`config.mk`:
```
export PLATFORM = sky130hd
export DESIGN_NAME = mult_wb_buffer
export DESIGN_NICKNAME = d
export VERILOG_FILES = /design/src/rtl/config_pkg.sv /design/src/rtl/mult_wb_buffer_pkg.sv /design/src/rtl/mult_wb_fifo.sv /design/src/rtl/mult_wb_buffer.sv
export SDC_FILE = /design/constraint.sdc
export NUM_CORES = 1
export LEC_CHECK = 0
export BUFFER_PORTS_ARGS = -buffer_cell sky130_fd_sc_hd__buf_2
export CORE_UTILIZATION = 40
export DETAILED_ROUTE_END_ITERATION = 10
export HOLD_SLACK_MARGIN = 0.12
export SLEW_MARGIN = 20
export SYNTH_ARGS = -nofsm -noshare
export SYNTH_HDL_FRONTEND = slang
export SYNTH_SLANG_ARGS = --single-unit
```
`constraint.sdc`:
```
create_clock -name clk_i -period 2.1 [get_ports clk_i]
set_input_delay 0.21 -clock clk_i [delete_from_list [all_inputs] [get_ports clk_i]]
set_output_delay 0.21 -clock clk_i [all_outputs]
set_load 0.02 [all_outputs]
```
`src/rtl/config_pkg.sv`:
```
// Minimal stand-in for the shared CVA6 configuration package.
// Provides only the fields this slice consumes.
package config_pkg;

  typedef struct packed {
    int unsigned XLEN;
    int unsigned TRANS_ID_BITS;
  } cva6_cfg_t;

  localparam cva6_cfg_t cva6_cfg_empty = '{
    XLEN:          32,
    TRANS_ID_BITS: 3
  };

endpackage

```
`src/rtl/mult_wb_buffer_pkg.sv`:
```
// Local helpers for the multiplier writeback buffer.
// Encodes the per-cycle FIFO operation for the storage update.
package mult_wb_buffer_pkg;

  typedef enum logic [1:0] {
    FIFO_IDLE,
    FIFO_PUSH,
    FIFO_POP,
    FIFO_BOTH
  } fifo_op_e;

  function automatic fifo_op_e fifo_op(
    input logic push,
    input logic pop
  );
    unique case ({push, pop})
      2'b10:   return FIFO_PUSH;
      2'b01:   return FIFO_POP;
      2'b11:   return FIFO_BOTH;
      default: return FIFO_IDLE;
    endcase
  endfunction

endpackage

```
`src/rtl/mult_wb_fifo.sv`:
```
// Synchronous FIFO with read/write pointers and occupancy count.
// Push/pop are pre-qualified by the owner; data storage is not reset.
module mult_wb_fifo
  import mult_wb_buffer_pkg::*;
#(
  parameter int unsigned WIDTH = 8,
  parameter int unsigned DEPTH = 4
) (
  input  logic                     clk_i,
  input  logic                     rst_i,
  input  logic                     flush_i,
  input  logic                     push_i,
  input  logic                     pop_i,
  input  logic [WIDTH-1:0]         data_i,
  output logic [WIDTH-1:0]         data_o,
  output logic [$clog2(DEPTH):0]   count_o
);

  localparam int unsigned AW = $clog2(DEPTH);

  logic [WIDTH-1:0] mem_q [DEPTH];
  logic [AW-1:0]    rd_ptr_q;
  logic [AW-1:0]    wr_ptr_q;
  logic [AW:0]      count_q;
  fifo_op_e         op;

  assign op      = fifo_op(push_i, pop_i);
  assign data_o  = mem_q[rd_ptr_q];
  assign count_o = count_q;

  always_ff @(posedge clk_i) begin
    if (push_i) begin
      mem_q[wr_ptr_q] <= data_i;
    end
  end

  // Pointers wrap naturally since DEPTH is a power of two.
  always_ff @(posedge clk_i) begin
    if (rst_i || flush_i) begin
      rd_ptr_q <= '0;
      wr_ptr_q <= '0;
      count_q  <= '0;
    end else begin
      unique case (op)
        FIFO_PUSH: begin
          wr_ptr_q <= wr_ptr_q + 1'b1;
          count_q  <= count_q + 1'b1;
        end
        FIFO_POP: begin
          rd_ptr_q <= rd_ptr_q + 1'b1;
          count_q  <= count_q - 1'b1;
        end
        FIFO_BOTH: begin
          wr_ptr_q <= wr_ptr_q + 1'b1;
          rd_ptr_q <= rd_ptr_q + 1'b1;
        end
        default: begin
          count_q  <= count_q;
        end
      endcase
    end
  end

endmodule

```
`src/rtl/mult_wb_buffer.sv`:
```
// Credit-controlled result buffer between the multiplier and the
// shared writeback port; the multiplier has no backpressure.
module mult_wb_buffer
  import mult_wb_buffer_pkg::*;
#(
  parameter config_pkg::cva6_cfg_t CVA6Cfg = config_pkg::cva6_cfg_empty,
  parameter int unsigned DEPTH = 4
) (
  input  logic                             clk_i,
  input  logic                             rst_i,
  input  logic                             flush_i,
  input  logic                             mult_issue_i,
  output logic                             mult_ready_o,
  input  logic                             mult_valid_i,
  input  logic [CVA6Cfg.TRANS_ID_BITS-1:0] mult_trans_id_i,
  input  logic [CVA6Cfg.XLEN-1:0]          mult_result_i,
  output logic                             wb_valid_o,
  input  logic                             wb_ready_i,
  output logic [CVA6Cfg.TRANS_ID_BITS-1:0] wb_trans_id_o,
  output logic [CVA6Cfg.XLEN-1:0]          wb_result_o,
  output logic                             overflow_o
);

  localparam int unsigned XLEN = CVA6Cfg.XLEN;
  localparam int unsigned TIDW = CVA6Cfg.TRANS_ID_BITS;
  localparam int unsigned CW   = $clog2(DEPTH) + 1;

  typedef struct packed {
    logic [TIDW-1:0] trans_id;
    logic [XLEN-1:0] result;
  } mult_wb_entry_t;

  mult_wb_entry_t wr_entry;
  mult_wb_entry_t rd_entry;
  logic [CW-1:0]  count;
  logic [CW:0]    credits;
  logic           pending_q;
  logic           flush_q;
  logic           pop;
  logic           push;
  logic           space;
  logic           stale;

  assign wr_entry = '{trans_id: mult_trans_id_i,
                      result:   mult_result_i};

  assign wb_valid_o    = (count != '0) & ~rst_i;
  assign wb_trans_id_o = rd_entry.trans_id;
  assign wb_result_o   = rd_entry.result;

  assign credits = {1'b0, count} + {{CW{1'b0}}, pending_q};
  assign mult_ready_o = (credits < (CW+1)'(DEPTH))
                      & ~flush_i & ~rst_i;

  assign pop   = wb_valid_o & wb_ready_i & ~flush_i;
  assign space = (count < CW'(DEPTH)) | pop;
  assign push  = mult_valid_i & ~flush_i & ~rst_i
               & pending_q & space;

  // A result right after a flush belongs to a discarded issue.
  assign stale = flush_q & ~pending_q;

  assign overflow_o = mult_valid_i & ~flush_i & ~rst_i
                    & ~push & ~stale;

  always_ff @(posedge clk_i) begin
    if (rst_i) begin
      pending_q <= 1'b0;
      flush_q   <= 1'b0;
    end else begin
      pending_q <= mult_issue_i & mult_ready_o & ~flush_i;
      flush_q   <= flush_i;
    end
  end

  mult_wb_fifo #(
    .WIDTH ($bits(mult_wb_entry_t)),
    .DEPTH (DEPTH)
  ) u_fifo (
    .clk_i   (clk_i),
    .rst_i   (rst_i),
    .flush_i (flush_i),
    .push_i  (push),
    .pop_i   (pop),
    .data_i  (wr_entry),
    .data_o  (rd_entry),
    .count_o (count)
  );

endmodule

```
# After elaboration in Yosys (flattened, before gate mapping)
# Memories as Yosys holds them, arrays and structs flattened. A register that Yosys moved wholly into a read port is not among the register bits.
# Index checks and enable logic that the tools add are counted.
# totals
ff_bits	9
mem_bits_rw	140
output_inout_bits	38
memories	1
# mem_list
memory	depth	width	rd	rd_clocked_by_memory_dff	write_ports	line_no	rtl
u_fifo.mem_q	4	35	1	1	1	mult_wb_fifo.sv:21	logic [WIDTH-1:0] mem_q [DEPTH];
# op_classes
n_addsub	5
magnitude_cmp	2
eq_ne	6
mux	6
bitwise_logic	20
n_reduce_logical	5
# op_table
operator	n
$and 1x1->1	14
$eq 2x2->1 const B	4
$pmux 2 s3	1
$pmux 3 s2	1
$not 1->1	5
$add 2x1->2 const B	2
$add 3x1->4	1
$eq 2x1->1 const B	2
$lt 4x3->1 const B	1
$mux 2	2
$reduce_or 2->1	2
$add 3x1->3 const B	1
$lt 3x3->1 const B	1
$reduce_bool 3->1	1
$sub 3x1->3 const B	1
$mux 1	2
$reduce_bool 2->1	1
$logic_or 1x1->1	1
$or 1x1->1	1

# Depth between registers and ports, before layout
# Gate-level depths: netlist of the first run.
# depth
depth_word	12
ltp_mapped	10
mapped_depth_nobuf	9

# Cells and area by module
# From an unflattened synthesis of the first run, not the netlist that was laid out.
# hier_totals
hier_cells	251
hier_area_um2	5730.5
# by_module_without_submodules
module	instances	cells_each	area_each_um2	seq_area_each_um2
mult_wb_fifo	1	235	5589.1	4384.2
mult_wb_buffer	1	16	141.4	40.0

# Least setup slack after synthesis of the first run
# No wires, ideal clock.
# synth_path
kind	register to register
from	register u_fifo.count_q[2] (netlist: u_fifo.count_o[2])
to	memory u_fifo.mem_q[0][0] in the netlist's numbering (enable)
setup_ps	396
arrival_time_ps	1670
slack_ps	35
path_stages_with_launch	5
n_path_buf	1
period_less_slack_ps	2065
path_cell_list	dfxtp_1 > nand2b_1 > and4_1 > clkbuf_1 > and2_1
# synth_via
elab_chain_cells	8
# synth_lines
item	line_no	rtl
start, declared	mult_wb_fifo.sv:24	logic [AW:0] count_q;
start signal, assigned	mult_wb_fifo.sv:47	count_q <= count_q + 1'b1;
start signal, assigned	mult_wb_fifo.sv:51	count_q <= count_q - 1'b1;
start signal, assigned	mult_wb_fifo.sv:58	count_q <= count_q;
$reduce_bool 3->1	mult_wb_buffer.sv:47	assign wb_valid_o = (count != '0) & ~rst_i;
$and 1x1->1	mult_wb_buffer.sv:47	
$and 1x1->1 (2 in series)	mult_wb_buffer.sv:55	assign pop = wb_valid_o & wb_ready_i & ~flush_i;
$or 1x1->1 (*)	mult_wb_buffer.sv:56	assign space = (count < CW'(DEPTH)) | pop;
$and 1x1->1 (*)	mult_wb_buffer.sv:58	& pending_q & space;
$mux 1 (*)	mult_wb_fifo.sv:32	if (push_i) begin
$mux 1 (not written as such) (*)	mult_wb_fifo.sv:33	mem_q[wr_ptr_q] <= data_i;
end, declared	mult_wb_fifo.sv:21	
# Every way passes the cells marked *; elsewhere a longest branch is shown, timed or not.

# Worst setup path in the final report of the first run
# layout_path
from	register u_fifo.count_q[2] (netlist: u_fifo.count_o[2])
to	register u_fifo.count_q[1] (netlist: u_fifo.count_o[1])
# layout_via
elab_chain_cells	10
# layout_lines
item	line_no	rtl
$reduce_bool 3->1	mult_wb_buffer.sv:47	
$and 1x1->1	mult_wb_buffer.sv:47	
$and 1x1->1 (2 in series)	mult_wb_buffer.sv:55	
$or 1x1->1	mult_wb_buffer.sv:56	
$and 1x1->1	mult_wb_buffer.sv:58	
$eq 2x2->1 or $eq 2x1->1 (tied branches)	mult_wb_buffer_pkg.sv:16	unique case ({push, pop})
$pmux 2 s3 (*)	mult_wb_buffer_pkg.sv:16	
$eq 2x2->1 or $eq 2x1->1 (tied branches)	mult_wb_fifo.sv:44	unique case (op)
$pmux 3 s2 or $reduce_bool 2->1 (tied branches)	n/a	
# Marks and branches as above.
# A chain may end at the register's enable or synchronous reset.

==> results of run 1 <==
==> power groups by stage <==
stage	logic, mW	clock network, mW	registers [mW]
after floorplan	0.0267	0	3.36
after global placement	0.0965	0	3.35
after detailed placement	0.103	0	3.35
after CTS	0.162	3.01	3.29
after global routing	0.176	3.12	3.29
final	0.161	2.94	3.29
==> how the worst min path moves through the flow <==
stage	slack, ps	start	to	depth (start not counted)
2_1_floorplan	280	rst_i	flush_q$_SDFF_PP0_	1
3_3_place_gp	420	mult_issue_i	pending_q$_SDFF_PP0_	2
3_5_place_dp	430	mult_issue_i	pending_q$_SDFF_PP0_	2
4_1_cts	140	flush_i	u_fifo.count_o[2]$_SDFFE_PP0P_	4
5_1_grt	180	flush_i	u_fifo.count_o[2]$_SDFFE_PP0P_	4
6_report	170	flush_i	u_fifo.count_o[2]$_SDFFE_PP0P_	4
==> through the flow <==
stage,setup TNS (ps),utilization,hold WS [ps],cell area (um2)
after floorplan,0,-,282,5710
after global placement,0,0.462,416,6410
after detailed placement,0,0.462,428,6410
after CTS,0,0.535,138,7430
after global routing,-43.5,0.535,184,7430
final,0,0.535,171,7430
==> sequential cells by signal, summed over array words and instances (netlist names), named ones only <==
| name | cells |
|---|---|
| u_fifo.rd_ptr_q | 2 |
| u_fifo.wr_ptr_q | 2 |
| u_fifo.count_o | 3 |
| pending_q | 1 |
| flush_q | 1 |
| u_fifo.mem_q | 140 |
==> metal layers <==
| metal | routed length [um] | part of all wire | track usage |
|---|---|---|---|
| met4 | 195 | 0.019 | 0.0826 |
| met2 | 5250 | 0.52 | 0.249 |
| met5 | 0 | 0 | 0 |
| met3 | 447 | 0.044 | 0.0555 |
| met1 | 4270 | 0.42 | 0.178 |
==> repair_timing <==
item	CTS	global route
setup buffers	2	0
hold buffers	40	0
gates resized for setup	1	1
endpoints found under the hold margin	143	0
endpoints found under the setup margin	29	2
pin swaps	0	0
==> synthesized netlist by cell type, types with 2 or more instances <==
cell type  instances
clkbuf_1           2
mux4_1             5
xor2_1             4
buf_2              3
edfxtp_1         140
ha_1               7
buf_12             3
inv_1              7
mux4_2            30
dfxtp_1           11
a21oi_1            2
and2_1             5
nor2_1            10
o31ai_1            2
==> cell type report <==
class	instances	area, um2
Fill cell	1114	6450
Inverter	7	26.3
Clock inverter	15	155
Antenna cell	1	2.50
Tap cell	180	225
Timing Repair Buffer	133	1000
Multi-Input combinational cell	81	1160
Clock buffer	17	425
Sequential cell	151	4430
==> worst reg2reg max path: cells and delay by family, from the launching register on <==
family / cells / cell delay, ps
AND/OR/NAND/NOR: 3 / 400
adder cells (fa/ha/maj): 2 / 630
AO/OA/AOI/OAI: 2 / 420
buffers and inverters: 2 / 140
flip-flops: 1 / 340
==> kinds of logic after synthesis <==
family          count (synthesis)
compound gates                  8
xor+xnor                        5
fa+ha+maj                       8
buf+inv                        17
flops                         151
mux                            36
simple gates                   24
==> impl_metrics.json, run 1 <==
{
  "drt-initial-drc-count": 125,
  "cp_num_buf_inv": 2,
  "layout-drive-gt1-share": 0.406,
  "clockBufferDepth": 2,
  "hold_violations": 0,
  "dr.pass1.iters": 6,
  "ys_ff_latch": 151,
  "cts_num_sinks": 151,
  "initial_utilization": 0.411,
  "final_common_cell": "edfxtp_1",
  "endpoint": "u_fifo.count_o[1]$_SDFFE_PP0P_",
  "dieArea_um2": 14700,
  "worst_pin_slew_ps": 435,
  "cp-startpoint": "u_fifo.count_o[2]$_SDFFE_PP0P_",
  "cts.clk_slew.worst_paths_ps": 60,
  "grt_use_total": 0.154,
  "synth_cell_types": 32,
  "yosysTopAreaCellShare": 0.737,
  "synth_mux_area_frac": 0.143,
  "p_sw_mw": 1.26,
  "path_class": "flop to flop",
  "max_stage_delay_ps": 410,
  "path_depth": 9,
  "drv_slew": 0,
  "synth_top_family_by_area": "multiplexers",
  "critPathLaunchType": "flop",
  "r2r_slack_ps": 110,
  "synth_largest_area_cell": "edfxtp_1",
  "fin_crit_sh": 0.948,
  "fmax_mhz": 502,
  "cp-end-kind": "flop",
  "path_max_fanout": 6,
  "grt_pass1_vias": 3031,
  "final_cell_mix": "edfxtp_1, buf_2, dlygate4sd3_1, mux4_2, clkbuf_16",
  "internal_power_mw": 5.13,
  "p_per_area_nw_per_um2": 860,
  "clockPowerShare": 0.460,
  "clock_skew_ps": 5.64,
  "core_um2": 13900,
  "die_w_um": 121,
  "netlist_instances": 249,
  "grt_max_degree": 36,
  "comb_power_share": 0.025,
  "drc": 0,
  "vdd_ir_drop_max_v": 0.000496,
  "synth_edf_count": 140,
  "hpwl_um": 6040,
  "yosysSeqAreaShare": 0.775,
  "io_pins": 79,
  "reg2regPathDepth": 9,
  "netSwitchingFraction": 0.198,
  "synth_simple_gate_area_frac": 0.0226,
  "seqPwrFrac": 0.515,
  "synth_adder_area_share": 0.0189,
  "rows": 43,
  "insertion_delay_ps": 420,
  "synthTopCellsByArea": "edfxtp_1, mux4_2, dfxtp_1",
  "viasPerCell": 4.88,
  "path_cells": "o31ai_1 > or2_1 > inv_1 > ha_1 > inv_1 > fa_1 > nor2_1 > a21oi_1 > nor2_1",
  "synth_compound_area_frac": 0.0103,
  "die_y_um": 121,
  "dp_cells": 510,
  "synthFlopType": "edfxtp_1",
  "layout.nets": 440,
  "setup_ws_ps": 110,
  "routed_wl_um": 10200,
  "avgRoutedWirePerCell_um": 17.4,
  "syn_to_final_growth_pct": 30.2,
  "r2r_start": "u_fifo.count_o[2]$_SDFFE_PP0P_",
  "p_total_mw": 6.39,
  "antenna_found_initial": 1,
  "num_vias": 2857,
  "drtAntennaViolNets": 0,
  "yosys_warnings": 0,
  "numCtsBuffers": 17,
  "htreeDepth": 4,
  "cts_tree": "yes",
  "async_flop_share": 0,
  "setup-violations-final": 0,
  "clockRootBuffer": "clkbuf_16",
  "critical-path-top-delay-family": "adder cells",
  "cp.required_ps": 2470,
  "dpl_worst_slack_ps": 41.9,
  "hold_class": "input pin to flop",
  "syn_area_per_cell_um2": 22.9,
  "maxCapViolations": 0,
  "instances_no_fill": 585,
  "port_buffers": 78,
  "status": "finished clean",
  "p_leak_nw": 2.53,
  "grt_first_pass_wirelength_um": 15700,
  "period_needed_ps": 1990,
  "cp_slowest_cell": "fa_1",
  "grt_remaining_overflow": 0,
  "syn-num-nets": 298,
  "place.gp.congestion": 0.772,
  "synth_area_um2": 5710,
  "cp.arrival_ps": 2360,
  "r2r-end": "u_fifo.count_o[1]$_SDFFE_PP0P_",
  "max-slew-margin-rel": 0.706,
  "synth-xor-area-share": 0.00768
}
No activity file was read; power rests on OpenSTA's default activity.
==> inputs of run 2 (changes only) <==
--- a/config.mk
+++ b/config.mk
@@ -9,6 +9,7 @@
 export CORE_UTILIZATION = 40
 export DETAILED_ROUTE_END_ITERATION = 10
 export HOLD_SLACK_MARGIN = 0.12
+export PLACE_DENSITY = 0.65
 export SLEW_MARGIN = 20
 export SYNTH_ARGS = -nofsm -noshare
 export SYNTH_HDL_FRONTEND = slang
==> run 2 against run 1 <==
Clock power down 2%. Register-to-register slack better by 50 ps. Count of clock-buffer cells in the layout up 1. Largest cell class unchanged. Highest routed layer unchanged.
==> impl_metrics.json, run 2 (synthesis results as in run 1) <==
{
  "timing.hold.ws_ps": 141,
  "p_sw_mw": 1.21,
  "final_cell_mix": "edfxtp_1, buf_2, dlygate4sd3_1, mux4_2, clkbuf_16",
  "top_usage_layer": "met2",
  "avgRoutedWirePerCell_um": 17.3,
  "antenna_found_initial": 0,
  "postLayoutCellArea_um2": 7380,
  "p_leak_nw": 2.54,
  "grt_first_pass_wirelength_um": 15600,
  "comb_power_share": 0.025,
  "htreeDepth": 4,
  "clock_skew_ps": 8.67,
  "cts.clk_slew.worst_paths_ps": 60,
  "multi_input_area_um2": 1150,
  "drt-initial-drc-count": 204,
  "port_buffers": 78,
  "met2_usage": 0.227,
  "dr.pass1.iters": 7,
  "hpwl_um": 5930,
  "final_common_cell": "edfxtp_1",
  "num_vias": 2836,
  "rows": 43,
  "globalRouteMet3Util": 0.0465,
  "cp.required_ps": 1890,
  "place.gp.congestion": 0.714,
  "drc": 0,
  "routed_wl_um": 10100,
  "cts_num_sinks": 151,
  "r2r_start": "u_fifo.count_o[2]$_SDFFE_PP0P_",
  "vdd_ir_drop_max_v": 0.000419,
  "status": "finished clean",
  "critPathLaunchType": "flop",
  "insertion_delay_ps": 420,
  "hold_violations": 0,
  "worst_pin_slew_ps": 499,
  "internal_power_mw": 5.11,
  "initial_utilization": 0.411,
  "setup-violations-final": 0,
  "hold_class": "input pin to flop",
  "cts_tree": "yes",
  "clockBufferDepth": 2,
  "largest_reg_flops": 140,
  "r2r-end": "u_fifo.count_o[2]$_SDFFE_PP0P_",
  "rsz0062_at_grt": "yes",
  "clockPowerShare": 0.454,
  "core_um2": 13900,
  "grt_remaining_overflow": 0,
  "layout.nets": 443,
  "io_pins": 79,
  "drv_slew": 0,
  "fillCellCount": 1113,
  "layout-drive-gt1-share": 0.410,
  "largest_register": "u_fifo.mem_q",
  "grtUsageMet1": 0.195,
  "netSwitchingFraction": 0.191,
  "drtAntennaViolNets": 0,
  "fin_crit_sh": 0.970,
  "cp.arrival_ps": 1830,
  "grt_max_degree": 24,
  "clockRootBuffer": "clkbuf_16",
  "numCtsBuffers": 17,
  "path_max_fanout": 8,
  "maxCapViolations": 0,
  "p_per_area_nw_per_um2": 856,
  "worstHoldPathCells": 3,
  "seqPwrFrac": 0.521,
  "r2r_slack_ps": 160,
  "max-slew-margin-rel": 0.663,
  "die_y_um": 121,
  "endpoint": "wb_result_o[12]",
  "cp-end-kind": "output port",
  "viasPerCell": 4.83,
  "postPlaceCellArea_um2": 6360,
  "die_w_um": 121,
  "period_needed_ps": 2040,
  "syn_to_final_growth_pct": 29.4,
  "n_antenna_cell": 0,
  "fmax_mhz": 491,
  "grt_pass1_vias": 2919,
  "dieArea_um2": 14700,
  "path_class": "flop to output port",
  "reg2regPathDepth": 9,
  "grt_use_total": 0.150,
  "seqCellArea_um2": 4430
}
-- run 2: cell types whose count changed in the layout (fill, tap and decap cells not counted), sizes merged, moves of 2 or more --
cell      previous run  this run
buf                 93        95
clkbuf              17        20
clkinv               5         7
clkinvlp             6         4
-- run 2: through the flow --
| step | worst slack, ps | total power [mW] | instances | setup TNS, ps | utilization |
|---|---|---|---|---|---|
| after floorplan | 34.9 | 3.38 | 249 | 0 | - |
| after global placement | 88.3 | 3.45 | 511 | 0 | 0.458 |
| after detailed placement | 25.4 | 3.46 | 511 | 0 | 0.458 |
| after CTS | -9.99 | 6.38 | 582 | -9.99 | 0.527 |
| after global routing | -10.2 | 6.51 | 587 | -10.2 | 0.532 |
| final | 63.3 | 6.32 | 587 | 0 | 0.532 |
-- run 2: power groups by stage --
| stage | Sequential, mW | Clock [mW] | Combinational, mW |
|---|---|---|---|
| final | 3.29 | 2.87 | 0.159 |
| after global routing | 3.29 | 3.05 | 0.175 |
| after CTS | 3.29 | 2.93 | 0.160 |
| after detailed placement | 3.35 | 0 | 0.103 |
| after global placement | 3.35 | 0 | 0.0951 |
| after floorplan | 3.36 | 0 | 0.0267 |
-- run 2: layout make-up --
cell class                      instances  area share
Timing Repair Buffer                  136       0.133
Inverter                                7     0.00356
Clock buffer                           18      0.0581
Tap cell                              180      0.0305
Multi-Input combinational cell         81       0.156
Clock inverter                         14      0.0181
Sequential cell                       151       0.600
-- run 2: how the worst min path moves through the flow --
stage                             from                              to  slack (ps)
after floorplan                  rst_i              flush_q$_SDFF_PP0_         280
after global placement    mult_issue_i            pending_q$_SDFF_PP0_         410
after detailed placement  mult_issue_i            pending_q$_SDFF_PP0_         420
after CTS                        rst_i  u_fifo.count_o[2]$_SDFFE_PP0P_         120
after global routing             rst_i  u_fifo.count_o[2]$_SDFFE_PP0P_         140
final                            rst_i  u_fifo.count_o[2]$_SDFFE_PP0P_         140
-- run 2: layer usage --
layer  vias up  share of wire
li1       1312              -
met1      1425           0.47
met2        80           0.47
met3        19          0.046
met4         0          0.020
met5         -              0
-- run 2: critical path, cell delays in order (launching register included) --
cell     delay, ps
dfxtp_4        470
buf_12         180
mux4_1         560
buf_2          190
-- run 2: repair_timing --
item	in CTS	in global routing
gates cloned	0	2
gates resized for setup	2	3
endpoints found under the hold margin	143	0
buffers inserted	0	3
hold buffers	39	0
setup endpoints to repair	25	6
